`src/rtl/ternary_stream_loader.sv`:
```
// Input sequencer for the ternary matrix-vector multiplier: assembles packed
// 2-bit weights from a byte stream, then pairs activation bytes into VecIn words.
module ternary_stream_loader #(
  parameter int InLen    = 14,
  parameter int OutLen   = 7,
  parameter int BitWidth = 8
) (
  input  logic                          clk,
  input  logic                          rst_n,
  input  logic                          en,
  input  logic                          load,
  input  logic [BitWidth-1:0]           data_in,
  input  logic                          data_valid,
  output logic [2*InLen*OutLen-1:0]     W,
  output logic [2*BitWidth-1:0]         VecIn,
  output logic [2:0]                    row,
  output logic                          vec_valid,
  output logic                          vec_last,
  output logic                          w_ready
);

  localparam int WW    = 2 * InLen * OutLen;
  localparam int NB    = (WW + BitWidth - 1) / BitWidth;
  localparam int BCW   = (NB > 1) ? $clog2(NB) : 1;
  localparam int PAIRS = InLen / 2;
  localparam logic [BCW-1:0] LAST_BYTE = BCW'(NB - 1);
  localparam logic [2:0]     LAST_PAIR = 3'(PAIRS - 1);

  typedef enum logic [1:0] {
    IDLE = 2'd0,
    LOAD = 2'd1,
    RUN  = 2'd2
  } state_t;

  // Handshake: a byte is consumed on a rising edge when en && data_valid;
  // there is no backpressure, and load (with en) takes priority over any byte.
  state_t                state, state_next;
  logic [BCW-1:0]        byte_cnt;
  logic [2:0]            pair_cnt;
  logic                  half_full;
  logic [BitWidth-1:0]   low_byte;
  logic                  accept;

  assign accept = en && data_valid;

  always_comb begin
    state_next = state;
    case (state)
      IDLE: if (en && load) state_next = LOAD;
      LOAD: begin
        if (en && load)                           state_next = LOAD;
        else if (accept && byte_cnt == LAST_BYTE) state_next = RUN;
      end
      RUN:  if (en && load) state_next = LOAD;
      default: state_next = IDLE;
    endcase
  end

  always_ff @(posedge clk or negedge rst_n) begin
    if (!rst_n) begin
      state     <= IDLE;
      W         <= '0;
      VecIn     <= '0;
      row       <= '0;
      vec_valid <= 1'b0;
      vec_last  <= 1'b0;
      w_ready   <= 1'b0;
      byte_cnt  <= '0;
      pair_cnt  <= '0;
      half_full <= 1'b0;
      low_byte  <= '0;
    end else begin
      state     <= state_next;
      vec_valid <= 1'b0;
      vec_last  <= 1'b0;
      if (en) begin
        if (load) begin
          byte_cnt  <= '0;
          pair_cnt  <= '0;
          half_full <= 1'b0;
          w_ready   <= 1'b0;
        end else if (data_valid) begin
          case (state)
            LOAD: begin
              // The final byte only covers the remaining weight bits; its upper bits are dropped.
              for (int k = 0; k < NB; k++) begin
                if (byte_cnt == BCW'(k)) begin
                  for (int b = 0; b < BitWidth; b++) begin
                    if (k * BitWidth + b < WW) W[k * BitWidth + b] <= data_in[b];
                  end
                end
              end
              if (byte_cnt == LAST_BYTE) begin
                byte_cnt  <= '0;
                w_ready   <= 1'b1;
                pair_cnt  <= '0;
                half_full <= 1'b0;
              end else begin
                byte_cnt <= byte_cnt + 1'b1;
              end
            end
            RUN: begin
              if (!half_full) begin
                low_byte  <= data_in;
                half_full <= 1'b1;
              end else begin
                VecIn     <= {data_in, low_byte};
                row       <= pair_cnt;
                vec_valid <= 1'b1;
                vec_last  <= (pair_cnt == LAST_PAIR);
                pair_cnt  <= (pair_cnt == LAST_PAIR) ? 3'd0 : pair_cnt + 3'd1;
                half_full <= 1'b0;
              end
            end
            default: ;
          endcase
        end
      end
    end
  end

endmodule
```
`config.mk`:
```
export PLATFORM = sky130hd
export DESIGN_NAME = ternary_stream_loader
export DESIGN_NICKNAME = d
export VERILOG_FILES = /design/src/rtl/ternary_stream_loader.sv
export SDC_FILE = /design/constraint.sdc
export NUM_CORES = 1
export LEC_CHECK = 0
export BUFFER_PORTS_ARGS = -buffer_cell sky130_fd_sc_hd__buf_2
export CORE_MARGIN = 1
export CORE_UTILIZATION = 45
export DETAILED_ROUTE_END_ITERATION = 8
export PLACE_DENSITY = 0.69
export SLEW_MARGIN = 10
export SYNTH_ARGS = -nofsm -noshare
export SYNTH_HDL_FRONTEND = slang
export SYNTH_SLANG_ARGS = --single-unit
export TNS_END_PERCENT = 5
```
`constraint.sdc`:
```
create_clock -name clk -period 2.7 [get_ports clk]
set_input_delay 0.135 -clock clk [delete_from_list [all_inputs] [get_ports clk]]
set_output_delay 0.135 -clock clk [all_outputs]
set_load 0.005 [all_outputs]
```
==> results of run 1 <==
==> through the flow <==
stage	utilization	instances	hold WS, ns	power, mW
after floorplan	-	599	-0.161	5.12
after global placement	0.527	1061	0.125	5.92
after detailed placement	0.527	1061	0.136	5.99
after CTS	0.570	1110	0.125	9.52
after global routing	0.570	1110	0.150	9.84
final	0.570	1110	0.139	9.41
==> power by group through the flow <==
| stage | registers [mW] | clock network, mW | logic [mW] |
|---|---|---|---|
| 5_1_grt | 4.50 | 3.72 | 1.62 |
| 6_report | 4.44 | 3.48 | 1.49 |
| 4_1_cts | 4.44 | 3.56 | 1.52 |
| 2_1_floorplan | 4.46 | 0 | 0.661 |
| 3_3_place_gp | 4.46 | 0 | 1.46 |
| 3_5_place_dp | 4.49 | 0 | 1.51 |
==> per-layer routing <==
layer / wire length [um] / global-route usage / vias up / share of wire
met3: 1180 / 0.0348 / 42 / 0.051
met4: 529 / 0.0646 / 0 / 0.023
met1: 10100 / 0.296 / 3068 / 0.43
li1: - / - / 2559 / -
met5: 0 / 0 / - / 0
met2: 11400 / 0.363 / 177 / 0.49
==> placed cells by master, fill, tap and decap left out, types with 2 or more instances in the layout <==
cell	Yosys	routed
clkbuf_1	19	8
buf_4	12	4
a21oi_1	2	2
ha_1	5	5
nand3_1	4	4
dfrtp_1	237	237
mux2i_1	2	2
buf_2	11	229
nand2_1	10	10
buf_12	0	2
nand2b_4	2	2
and3_1	13	13
mux2_2	197	197
mux2_1	12	12
o21ai_0	6	6
clkbuf_16	0	27
nand2_2	4	4
nand4_2	3	3
nor2_1	8	8
and4_1	4	4
inv_1	6	6
dlygate4sd3_1	0	3
nor3_1	3	3
mux2_4	18	18
o31ai_1	3	3
clkbuf_8	0	7
==> cell usage after synthesis, drive strengths merged <==
cell type  instances  area share
nor3               4      0.0033
o221ai             1     0.00093
dfrtp            237        0.63
o21ai              6      0.0032
ha                 5      0.0066
a21oi              2      0.0011
or3                2      0.0019
and4b              1      0.0011
nor2               8      0.0032
nor3b              1     0.00080
mux2             227        0.28
clkbuf            19      0.0076
nand4              3      0.0040
o22ai              1     0.00066
a21o               1     0.00080
and3b              1     0.00093
nand3              4      0.0021
nor2b              1     0.00066
nand2b             2      0.0029
bufinv             1      0.0019
o21a               1     0.00080
mux2i              2      0.0021
and4               4      0.0037
buf               25       0.018
o31ai              3      0.0024
and3              13      0.0086
a22o               1     0.00093
nand4b             2      0.0041
inv                6      0.0024
nand2             14      0.0066
and2               1     0.00066
==> worst paths after layout <==
kind	startpoint	to	slack, ns	cells after the start
hold reg to reg	W[44]	W[44]	0.48	1
setup / recovery	state[1]	W[177]	0.58	4
hold / removal	data_valid	state[0]	0.14	4
min in group asynchronous	rst_n	W[8]	0.16	2
max in group asynchronous	rst_n	W[97]	1.67	3
setup reg to reg	state[1]	W[177]	0.58	4
==> sequential cells by signal, summed over array words and instances, names as in the netlist <==
signal / count
W: 196
VecIn: 16
low_byte: 8
byte_cnt: 5
pair_cnt: 3
row: 3
state: 2
half_full: 1
vec_last: 1
vec_valid: 1
w_ready: 1
==> cell type report <==
type,instances,area [um^2],share of cell area
inverter,7,40.0,0.00344
clock inverter,4,51.3,0.00440
tap,270,338,0.0290
multi-input combinational,311,3230,0.277
sequential,237,5930,0.509
clock buffer,42,802,0.0688
timing repair buffer,239,1260,0.108
==> worst reg2reg max path, stage by stage (launching register included) <==
cell	delay, ns
dfrtp_1	0.43
nand4b_4	0.25
nor3_4	0.41
and4_1	0.53
mux2_2	0.40
==> kinds of logic (layout without fill, tap and decap cells) <==
group                      count (synthesis)  in the layout  synth area share
adders and majority gates                  5              5           0.00663
AOI/OAI and AO/OA                         16             16            0.0107
DFF                                      237            237             0.628
buffers and inverters                     51            292            0.0296
muxes                                    229            229             0.280
and+or+nand+nor                           61             61            0.0445
==> run metrics, run 1 <==
Critical Path Source Type=flip-flop; part of the power in the clock network=0.370; CTS Buffer Depth=3; Crit-path slowest cell=and4_1; Post-CTS Hold Buffers=3; Antenna Cells=0; grt total ovfl=0; Crit path max-delay family=simple AND/OR/NAND/NOR gates; Site Rows=52; Post-Route WL=23200 um; Root Driver=clkbuf_16; share of layout cells above drive strength 1=0.599; post-route cell area=11700 um^2; ANT nets after route=0; register area share after synthesis=0.628; Worst Path Arrival=2.53 ns; Initial Util=0.462; Cell Area, Synth=9440 um^2; fin. max-slew vios=0; gpl congestion=0.757; synth unique cells=39; dpl hpwl=15000 um; RSZ-0062 raised after global routing=false; Setup WS post-layout=0.576 ns; Seq pwr share=0.471; Avg WL per Cell=20.9 um; setup repair bufs after CTS=0; Rel. slew slack=0.530; drt drc=0; Bufs and invs on worst path=0; Die Ht=147 um; Cell Pwr Density=808 nW/um^2; synthesized area per cell=15.8 um^2; leak pwr=6.59 nW; first-pass GRT wire length=36600 um; pre-CTS WS=0.549 ns; Tmin final=2.12 ns; Ys Warns=0; Clk Latency, worst-skew pair=0.52 ns; H-tree level count=1; CTS tree=done; worst min path class=primary input to flip-flop; DR vias/cell=5.27; status=finished clean; vias=5846; DRT iter0 DRCs=183; vias in the first global route=6180; syn nets=617; Final Cycle Share=0.787; CP Max Fanout=16; final-stage net count=840; Critical Path RT=3.11 ns; setup tns final=0 ns; largest net degree at the start of global routing=82; Initial DRT Pass Iterations=5; Clock Pin Slew Worst Setup and Hold Paths=0.06 ns; number of max-cap violations=0; Final Hold Vio Count=0; switching share of power=0.255; Logic pwr share=0.158; critical path endpoint category=flip-flop; # fillers=1678; Synth Instances=599; internal power=7.01 mW; # setup viols final=0; Slowest Stage Delay on Critical Path=0.53 ns; Switch Pwr=2.40 mW; cell breakdown of the critical path=nand4b_4, nor3_4, and4_1, mux2_2; total CTS buffers=26; IO buf count=230; CP Class=flip-flop to flip-flop; worst-case clock skew=0.0149 ns; Layout area overhead=23.5%; Peak VDD IR=0.000467 V; Placement Cell Area=10800 um^2; Core Box Area=20400 um^2; # clock sinks=237; # IOs=231; Die ar.=21600 um^2; worst slew pin tran=0.705 ns; Total Routing Usage GR=0.218; die width=147 um; initial antenna violation count=0; Yosys reg bits=237; post-CTS resize count=0; Max Clk Rate=471 MHz
Power figures use the tool's default switching activity.
==> inputs of run 2 (changes only) <==
Clock period 2.7 ns to 2.2 ns, I/O delays scaled along.
==> run metrics, run 2 (synthesized netlist as in run 1, its figures left out) <==
# setup viols final=0; number of max-cap violations=0; Tmin final=2.11 ns; # fillers=1657; Placed Instances=1066; critical path endpoint category=flip-flop; Peak VDD IR=0.000659 V; post-route cell area=11700 um^2; CTS Buffer Depth=3; die width=147 um; Avg WL per Cell=20.7 um; Max Clk Rate=473 MHz; final-stage net count=844; worst min path class=primary input to flip-flop; dpl hpwl=15400 um; register with the most flip-flops=W; Initial DRT Pass Iterations=4; Clk Latency, worst-skew pair=0.52 ns; most common cell after layout, fill and taps aside=dfrtp_1; Core Box Area=20400 um^2; Post-Route WL=23000 um; DRT iter0 DRCs=182; Placement Cell Area=10800 um^2; Root Driver=clkbuf_16; Layout area overhead=24.4%; CP Max Fanout=16; most frequent cells in the layout=237 x dfrtp_1, 229 x buf_2, 197 x mux2_2; leak pwr=6.63 nW; IO buf count=230; Initial Util=0.462; CTS tree=done; # clock sinks=237; vias=5847; Total Routing Usage GR=0.216; vias in the first global route=6190; total CTS buffers=25; drt drc=0; switching share of power=0.252; internal power=8.72 mW; Seq pwr share=0.463; largest net degree at the start of global routing=66; H-tree level count=1; first-pass GRT wire length=36200 um; part of the power in the clock network=0.376; Final Hold Vio Count=0; Rel. slew slack=0.504; total power=11.7 mW; gpl congestion=0.835; worst slew pin tran=0.744 ns; ANT nets after route=0; Switch Pwr=2.94 mW; status=finished clean; DR vias/cell=5.24; Die ar.=21600 um^2; Largest register FFs=196; Site Rows=52; initial antenna violation count=1; fin. max-slew vios=0; grt total ovfl=0; Critical Path RT=2.59 ns; Clock Pin Slew Worst Setup and Hold Paths=0.06 ns; Critical Path Source Type=flip-flop; post-route insts no fill=1115; # IOs=231; Logic pwr share=0.161; Worst Path Arrival=2.51 ns; share of layout cells above drive strength 1=0.629; CP Class=flip-flop to flip-flop; Cell Pwr Density=993 nW/um^2; Die Ht=147 um; Final Cycle Share=0.960; worst-case clock skew=0.00883 ns; largest registers=W: 196 flops, VecIn: 16 flops, low_byte: 8 flops
run 2: changes by cell type in the layout (fill, tap and decap cells not counted), moves of 2 or more:
cell,previous run,this run
bufinv_16,1,3
clkinv_2,1,5
clkbuf_1,8,1
and3_1,13,2
buf_4,4,9
and3_2,0,11
and4_2,0,4
clkbuf_16,27,25
and4_1,4,0
run 2: worst paths after layout:
path	to	slack, ns	startpoint	cells past startpoint
setup / recovery	W[169]	0.09	state[1]	4
hold / removal	state[0]	0.11	data_valid	4
setup reg to reg	W[169]	0.09	state[1]	4
hold reg to reg	W[43]	0.48	W[43]	1
max in group asynchronous	VecIn[1]	1.29	rst_n	3
min in group asynchronous	W[41]	0.12	rst_n	2
run 2: per-layer routing:
layer	vias up	share of wire	global-route usage
met5	-	0	0
met4	0	0.024	0.0615
met3	39	0.049	0.0388
met2	176	0.50	0.370
met1	3074	0.43	0.282
li1	2558	-	-
run 2: cell type report:
cell class / count / area, um^2 / area share
diodes: 1 / 2.50 / 0.000213
clock buffers: 34 / 739 / 0.0630
repair buffers: 244 / 1300 / 0.111
inverters: 7 / 40.0 / 0.00341
multi-input cells: 311 / 3250 / 0.277
well taps: 270 / 338 / 0.0288
flip-flops and latches: 237 / 5930 / 0.505
clock inverters: 11 / 139 / 0.0118
run 2: worst max-delay path: stages, from the launching register on:
cell and delay [ns]:
dfrtp_1 0.43, nand4b_4 0.25, nor3_4 0.47, and4_2 0.46
mux2_2 0.37
run 2: through the flow:
| stage | TNS [ns] | setup slack [ns] | hold slack [ns] | util |
|---|---|---|---|---|
| detailed placement | 0 | 0.0336 | 0.0885 | 0.529 |
| CTS | 0 | 0.0123 | 0.0900 | 0.573 |
| global placement | 0 | 0.0676 | 0.0768 | 0.529 |
| finish | 0 | 0.0875 | 0.114 | 0.575 |
| global route | -0.000966 | -0.000966 | 0.157 | 0.575 |
| floorplan | 0 | 0.355 | -0.186 | - |
run 2: what timing repair did:
action                     CTS  global route
hold endpoints to repair    71             0
hold buffers                 3             0
gates resized for setup      0            17
setup endpoints to repair    0           117
buffers inserted             0             0
run 2: power by group through the flow:
stage / Clock [mW] / Combinational, mW / Sequential (mW)
after floorplan: 0 / 0.811 / 5.47
after global placement: 0 / 1.84 / 5.44
after detailed placement: 0 / 1.89 / 5.48
after CTS: 4.48 / 1.91 / 5.40
after global routing: 4.63 / 2.04 / 5.49
final: 4.38 / 1.88 / 5.40
